==> src/rtl/imem_loadable_pkg.sv <==
// Shared constants and types for the loadable instruction memory.
package imem_loadable_pkg;

    localparam logic [31:0] NOP_INSN    = 32'h0000_0013;
    localparam logic [1:0]  FAULT_NONE  = 2'b00;
    localparam logic [1:0]  FAULT_MISAL = 2'b01;
    localparam logic [1:0]  FAULT_RANGE = 2'b10;

    typedef enum logic {
        ST_RUN  = 1'b0,
        ST_LOAD = 1'b1
    } state_t;

endpackage

==> src/rtl/imem_loadable_array.sv <==
// Instruction storage: one synchronous write port, one synchronous read port, no reset.
module imem_loadable_array #(
    parameter int DEPTH  = 64,
    parameter int DATA_W = 32,
    localparam int CNT_W = $clog2(DEPTH)
) (
    input  logic              clk,
    input  logic              wr_en,
    input  logic [CNT_W-1:0]  wr_idx,
    input  logic [DATA_W-1:0] wr_data,
    input  logic              rd_en,
    input  logic [CNT_W-1:0]  rd_idx,
    output logic [DATA_W-1:0] rd_data
);

    logic [DATA_W-1:0] mem [DEPTH];

    // rd_data only moves on a read, so it doubles as the held response word
    always_ff @(posedge clk) begin
        if (wr_en) mem[wr_idx] <= wr_data;
        if (rd_en) rd_data <= mem[rd_idx];
    end

endmodule

==> src/rtl/imem_loadable.sv <==
// Run-time loadable instruction memory: registered fetch port with backpressure,
// streaming program-load port, misaligned/out-of-range fault reporting.
//
//   state   | meaning
//   --------+-----------------------------------------------------------
//   ST_RUN  | fetches accepted, load port idle until ld_start
//   ST_LOAD | load beats written at ld_idx, fetch port closed
module imem_loadable
    import imem_loadable_pkg::*;
#(
    parameter int ADDR_W = 32,
    parameter int DATA_W = 32,
    parameter int DEPTH  = 64
) (
    input  logic              clk,
    input  logic              rst_n,
    input  logic              fetch_valid,
    input  logic [ADDR_W-1:0] fetch_addr,
    output logic              fetch_ready,
    output logic              rsp_valid,
    output logic [DATA_W-1:0] rsp_data,
    output logic [1:0]        rsp_fault,
    input  logic              rsp_ready,
    input  logic              ld_start,
    input  logic              ld_valid,
    input  logic [DATA_W-1:0] ld_data,
    input  logic              ld_last,
    output logic              ld_ready,
    output logic              ld_done
);

    localparam int CNT_W = $clog2(DEPTH);

    state_t            state, state_nxt;
    logic [CNT_W-1:0]  ld_idx, ld_idx_nxt;
    logic              ld_done_nxt;
    logic              ld_acc;
    logic              fetch_acc;
    logic              rd_en;
    logic [ADDR_W-3:0] word_idx;
    logic [1:0]        fault;
    logic [DATA_W-1:0] rd_data;

    assign word_idx = fetch_addr[ADDR_W-1:2];

    // Misalignment wins over range; the full word index is compared, so no aliasing
    always_comb begin
        fault = FAULT_NONE;
        if (fetch_addr[1:0] != 2'b00)
            fault = FAULT_MISAL;
        else if (word_idx > (ADDR_W-2)'(DEPTH-1))
            fault = FAULT_RANGE;
    end

    always_comb begin
        state_nxt   = state;
        ld_idx_nxt  = ld_idx;
        ld_done_nxt = 1'b0;
        fetch_ready = 1'b0;
        ld_ready    = 1'b0;
        ld_acc      = 1'b0;
        case (state)
            ST_RUN: begin
                fetch_ready = !rsp_valid || rsp_ready;
                if (ld_start) begin
                    ld_idx_nxt = '0;
                    state_nxt  = ST_LOAD;
                end
            end
            ST_LOAD: begin
                ld_ready = !ld_start;
                ld_acc   = ld_valid && !ld_start;
                if (ld_start) begin
                    ld_idx_nxt = '0;
                end else if (ld_acc) begin
                    ld_idx_nxt = ld_idx + 1'b1;
                    if (ld_last || ld_idx == CNT_W'(DEPTH-1)) begin
                        ld_idx_nxt  = '0;
                        ld_done_nxt = 1'b1;
                        state_nxt   = ST_RUN;
                    end
                end
            end
            default: state_nxt = ST_RUN;
        endcase
    end

    assign fetch_acc = fetch_valid && fetch_ready;
    assign rd_en     = fetch_acc && (fault == FAULT_NONE);

    always_ff @(posedge clk or negedge rst_n) begin
        if (!rst_n) begin
            state     <= ST_RUN;
            ld_idx    <= '0;
            ld_done   <= 1'b0;
            rsp_valid <= 1'b0;
            rsp_fault <= FAULT_NONE;
        end else begin
            state   <= state_nxt;
            ld_idx  <= ld_idx_nxt;
            ld_done <= ld_done_nxt;
            if (fetch_acc) begin
                rsp_valid <= 1'b1;
                rsp_fault <= fault;
            end else if (rsp_ready) begin
                rsp_valid <= 1'b0;
            end
        end
    end

    // Faulted fetches never read the array; they report a NOP instead
    assign rsp_data = !rsp_valid                ? '0 :
                      (rsp_fault != FAULT_NONE) ? DATA_W'(NOP_INSN) : rd_data;

    imem_loadable_array #(
        .DEPTH  (DEPTH),
        .DATA_W (DATA_W)
    ) u_array (
        .clk     (clk),
        .wr_en   (ld_acc),
        .wr_idx  (ld_idx),
        .wr_data (ld_data),
        .rd_en   (rd_en),
        .rd_idx  (word_idx[CNT_W-1:0]),
        .rd_data (rd_data)
    );

endmodule

==> config.mk <==
export PLATFORM = sky130hd
export DESIGN_NAME = imem_loadable
export DESIGN_NICKNAME = d
export VERILOG_FILES = /design/src/rtl/imem_loadable_pkg.sv /design/src/rtl/imem_loadable_array.sv /design/src/rtl/imem_loadable.sv
export SDC_FILE = /design/constraint.sdc
export NUM_CORES = 2
export LEC_CHECK = 0
export ABC_AREA = 1
export CAP_MARGIN = 10
export CORE_MARGIN = 4
export CORE_UTILIZATION = 42
export DETAILED_ROUTE_END_ITERATION = 8
export PLACE_DENSITY = 0.69
export SLEW_MARGIN = 20
export SYNTH_ARGS = -nofsm -noshare
export SYNTH_HDL_FRONTEND = slang
export SYNTH_SLANG_ARGS = --single-unit
export TNS_END_PERCENT = 50
==> constraint.sdc <==
create_clock -name clk -period 3.6 [get_ports clk]
set_input_delay 0.72 -clock clk [delete_from_list [all_inputs] [get_ports clk]]
set_output_delay 0.72 -clock clk [all_outputs]
set_load 0.05 [all_outputs]
Word-level counts from Yosys, hierarchy flattened:

Memory sizes are Yosys's and may differ from the RTL's. A register that Yosys moved wholly into a read port is not among the register bits.
Cells that the tools add are included.

* register bits after elaboration: 11
* RAM bits: 2048
* input bits: 71
* output and inout bits: 38
* logic and storage cells: 49
* memories: 1

* add/sub/neg operators: 1
* magnitude comparators: 1
* equality and inequality tests: 3
* multiplexer cells: 25
* bitwise logic cells: 1
* reductions and logical operators: 12

Memory list
* u_array.mem: depth 64, width 32, read ports 1, clocked after memory_dff 1, wr ports 1, RTL line imem_loadable_array.sv:16 `logic [DATA_W-1:0] mem [DEPTH];`

Operator list (count)
* two-way mux 32 bit: 2
* > comparator 30 x 6 -> 1 bit, second input constant: 1
* two-way mux 6 bit: 4
* two-way mux 1 bit: 15
* one-hot mux 6 bit (2 select lines): 1
* adder 6 x 1 -> 6 bit, second input constant: 1
* equality test 6 bit, second input constant: 1
* nonzero test 2 bit: 3
* two-way mux 2 bit: 2
* logical AND 1 bit: 3
* != test 3 x 2 -> 1 bit, second input constant: 1
* logical NOT 1 bit: 2
* logical NOT 2 bit: 1
* logical OR 1 bit: 2
* != test 2 bit, second input constant: 1
* one-hot mux 1 bit (2 select lines): 1
* AND reduction 2 bit: 1
* inverter 1 bit: 1

Logic depth before layout (Yosys ltp):

* word-level depth: 6
* depth in mapped cells: 13

Cells and area by module:

A second synthesis with hierarchy kept.

* cell total of the unflattened synthesis: 6937
* area, all modules: 84030.6 sq um

By module, submodules not included
* imem_loadable_array: times used 1, cells each 6769, area an instance 83058.4 sq um
* imem_loadable: times used 1, cells each 168, area an instance 972.2 sq um

Least setup slack after synthesis:

Ideal clock, no wire load.

* path kind: reg-to-reg
* start: reg rsp_valid
* end: reg u_array.rd_data[0], read port of u_array.mem (enable)
* data arrival time: 3.394 ns
* path slack: -0.215 ns
* cell stages (with the launch flop): 8
* clock period less this slack: 3.815 ns
* path through: dfrtp_1 > inv_1 > nor2_1 > nor2_1 > nand2_1 > nor3_1 > inv_1 > nor2_1

* word-level cells in the longest chain between the ends: 5

Ends and longest elaborated chain
* start, declared: RTL line imem_loadable.sv:20 `output logic rsp_valid,`
* start signal, assigned: RTL line imem_loadable.sv:96 `rsp_valid <= 1'b0;`
* start signal, assigned: RTL line imem_loadable.sv:103 `rsp_valid <= 1'b1;`
* start signal, assigned: RTL line imem_loadable.sv:106 `rsp_valid <= 1'b0;`
* logical NOT 1 bit
* logical OR 1 bit: RTL line imem_loadable.sv:64 `fetch_ready = !rsp_valid || rsp_ready;`
* two-way mux 1 bit: RTL line imem_loadable.sv:62 `case (state)`
* named net fetch_ready: RTL line imem_loadable.sv:19 `output logic fetch_ready,`
* logical AND 1 bit: RTL line imem_loadable.sv:88 `assign fetch_acc = fetch_valid && fetch_ready;`
* logical AND 1 bit: RTL line imem_loadable.sv:89 `assign rd_en = fetch_acc && (fault == FAULT_NONE);`
* named net rd_en: RTL line imem_loadable.sv:39 `logic rd_en;`
* end, declared: RTL line imem_loadable_array.sv:13 `output logic [DATA_W-1:0] rd_data`

The timed path passes the listed nets, and every way through them passes these cells.
A chain may end at the register's enable or synchronous reset.

Final worst setup path:

* start: reg rsp_fault[1]
* end: out rsp_data[29]

* word-level cells in the longest chain between the ends: 3

Ends and longest elaborated chain
* start, declared: RTL line imem_loadable.sv:22 `output logic [1:0] rsp_fault,`
* start signal, assigned: RTL line imem_loadable.sv:104 `rsp_fault <= fault;`
* nonzero test 2 bit: RTL line imem_loadable.sv:113 `(rsp_fault != FAULT_NONE) ? DATA_W'(NOP_INSN) : rd_data;`
* two-way mux 32 bit: RTL line imem_loadable.sv:113
* two-way mux 32 bit: RTL line imem_loadable.sv:112 `assign rsp_data = !rsp_valid ? '0 :`
* end, declared: RTL line imem_loadable.sv:21 `output logic [DATA_W-1:0] rsp_data,`

Every way passes these cells.

==> out/metrics.yaml <==
syn2layout_area_growth_pct: 14.4
yosys_warnings: 0
dr.pass1.iters: 6
n_fill_cell: 16731
die_y_um: 455
cts_sinks: 2091
hold_class: "input port to asynchronous set/reset pin"
drc_errors: 0
grtUsageTotal: 0.232
required_ns: 2.88
vias_per_cell: 5.75
worstMarginPinSlew_ns: 1.10
gpl.final_weighted_congestion: 0.874
antenna_left: 0
yosysTopAreaCell: "edfxtp_1"
slowest_delay_ns: 0.41
synth_top_area_share: 0.745
power_mw: 49.9
dp_slack_ns: 0.172
cap_violations: 0
crit_type: "register to output port"
nNetsFinal: 7128
multiInputGateArea_sq_um: 19200
relSlewSlack: 0.265
syn_area_sq_um: 83900
crit_chain: "nor2_1 -> nand2_2 -> buf_4 -> nor2_1 -> buf_12"
place_area_sq_um: 89800
skew_ns: 0.0341
grt_pass1_vias: 54100
wirelength_mm: 246
clockRootBuffer: "clkbuf_16"
synth_cell_types: 28
grt_max_degree: 139
rr_worst_depth: 4
startpoint_type: "register"
overflow: 0
setup_viol: 0
rsz0062_at_grt: "false"
r2r-end: "u_array.mem[45][2]"
reg2reg_slack_ns: 1.17
cts_setup_buffers: 0
rows: 163
outcome: "completed"
cts_resized: 4
min_period_ns: 3.45
crit_fanout: 21
ys.flop_type: "edfxtp_1"
io_pins: 109
synth_edf_count: 2080
ir_drop_mv: 0.395
numCtsBuffers: 198
timing.fmax_mhz: 290
io_buffers: 108
drv_slew: 0
dp_hpwl_mm: 140
yosysMostFrequentCell: "nand2_1"
dp_cells: 9496
drive_gt1_frac: 0.0963
crit_path_end_kind: "output port"
crit_arrival_ns: 2.73
reg2reg_from: "ld_idx[4]"
cts_tree: "built"
setup_tns_ns: 0
layout_setup_ws_ns: 0.147
instances_no_fill: 9862
clk_latency_ns: 0.84
fin_hold_ws_ns: 0.279
clk_pin_slew_ns: 0.06
synth-seq-cells: 2091
syn_area_per_cell_sq_um: 12.1
final_area_sq_um: 96000
postCtsHoldBufs: 0
synth_common_cells: "nand2_1 (2,278), edfxtp_1 (2,080), nand3_1 (1,901)"
grt_antenna_before_repair: 15
syn_nets: 6989
die-width_um: 455
drtIter0Drc: 8490
syn_inst: 6917
core-area_sq_um: 198000
initial_core_util: 0.423
synthArstFlopShare: 0.00526
period_share: 0.959
synth.area.top_cells: "edfxtp_1 (74%), nand3_1 (11%), nand2_1 (10%)"
crit_slowest_cell: "nand2_2"
via_count: 56675
ys_seq_area_frac: 0.748
path_common_cell: "nor2_1"
wl_per_cell_um: 24.9
grt_pass1_wl_mm: 358
p_leak_nw: 33.6
clockBufferDepth: 3
power_density_nw_per_um2: 520
cts-htree-levels: 4
seq_area_sq_um: 62700
utilization: 0.485
hold_violations: 0
dieArea_sq_um: 207000
where the power goes:
| part | switching [mW] | total [mW] | internal (mW) |
|---|---|---|---|
| clock network | 8.91 | 19.9 | 11.0 |
| logic | 2.37 | 3.19 | 0.827 |
| registers | 0.0136 | 26.8 | 26.8 |
state kept, by name (all words and copies together) (netlist names):
name	cells
ld_done	1
rsp_valid	1
ld_idx	6
rsp_fault	2
u_array.rd_data	32
u_array.mem	2048
state	1
worst max path at each step:
stage                  startpoint             endpoint  slack [ns]  cells past startpoint
floorplan               rsp_valid   u_array.rd_data[0]        0.29                      7
global placement    fetch_addr[3]  u_array.rd_data[16]        0.19                     10
detailed placement  fetch_addr[3]  u_array.rd_data[16]        0.17                     10
CTS                  rsp_fault[1]         rsp_data[29]         0.1                      5
global route         rsp_fault[1]         rsp_data[29]        0.02                      5
finish               rsp_fault[1]         rsp_data[29]        0.15                      5
cells in the final DEF, fill, tap and decap left out, drive strengths merged, types with 2 or more instances in the layout:
master         instances
edfxtp              2080
bufinv                 9
clkbuf               249
nor3                   2
dfrtp                 11
nor2                 104
a21oi                  8
and2                   2
buf                  350
clkinvlp               6
nand4                  7
clkdlybuf4s50         41
diode                  6
nor4                   6
nand3               1901
inv                   59
nand2               2278
o21ai                  5
clkinv                91
per-layer routing:
layer,up-vias,GRT usage,routed length (um),part of all wire
met1,27571,0.313,93100,0.38
li1,24871,-,-,-
met3,641,0.0551,27900,0.11
met2,3568,0.355,111000,0.45
met5,-,0,141,0.00057
met4,24,0.115,13500,0.055
cell type report:
class                           instances  area share
Sequential cell                      2091       0.654
Tap cell                             2640      0.0344
Clock inverter                        111     0.00870
Clock buffer                          249      0.0548
Antenna cell                            6    0.000156
Inverter                               54     0.00249
Multi-Input combinational cell       4320       0.200
Timing Repair Buffer                  391      0.0458
worst max-delay path: cells and delay by family (launching register included):
family / cells / cell delay (ns)
buffers and inverters: 2 / 0.55
DFF: 1 / 0.40
and+or+nand+nor: 3 / 0.95
cells by family after synthesis:
group	synth area share
compound gates	0.00110
fa+ha+maj	0.000149
xor+xnor	0.000104
simple gates	0.221
buf+inv	0.0290
flops	0.748
Note: power is estimated with default switching activity, not from simulation.
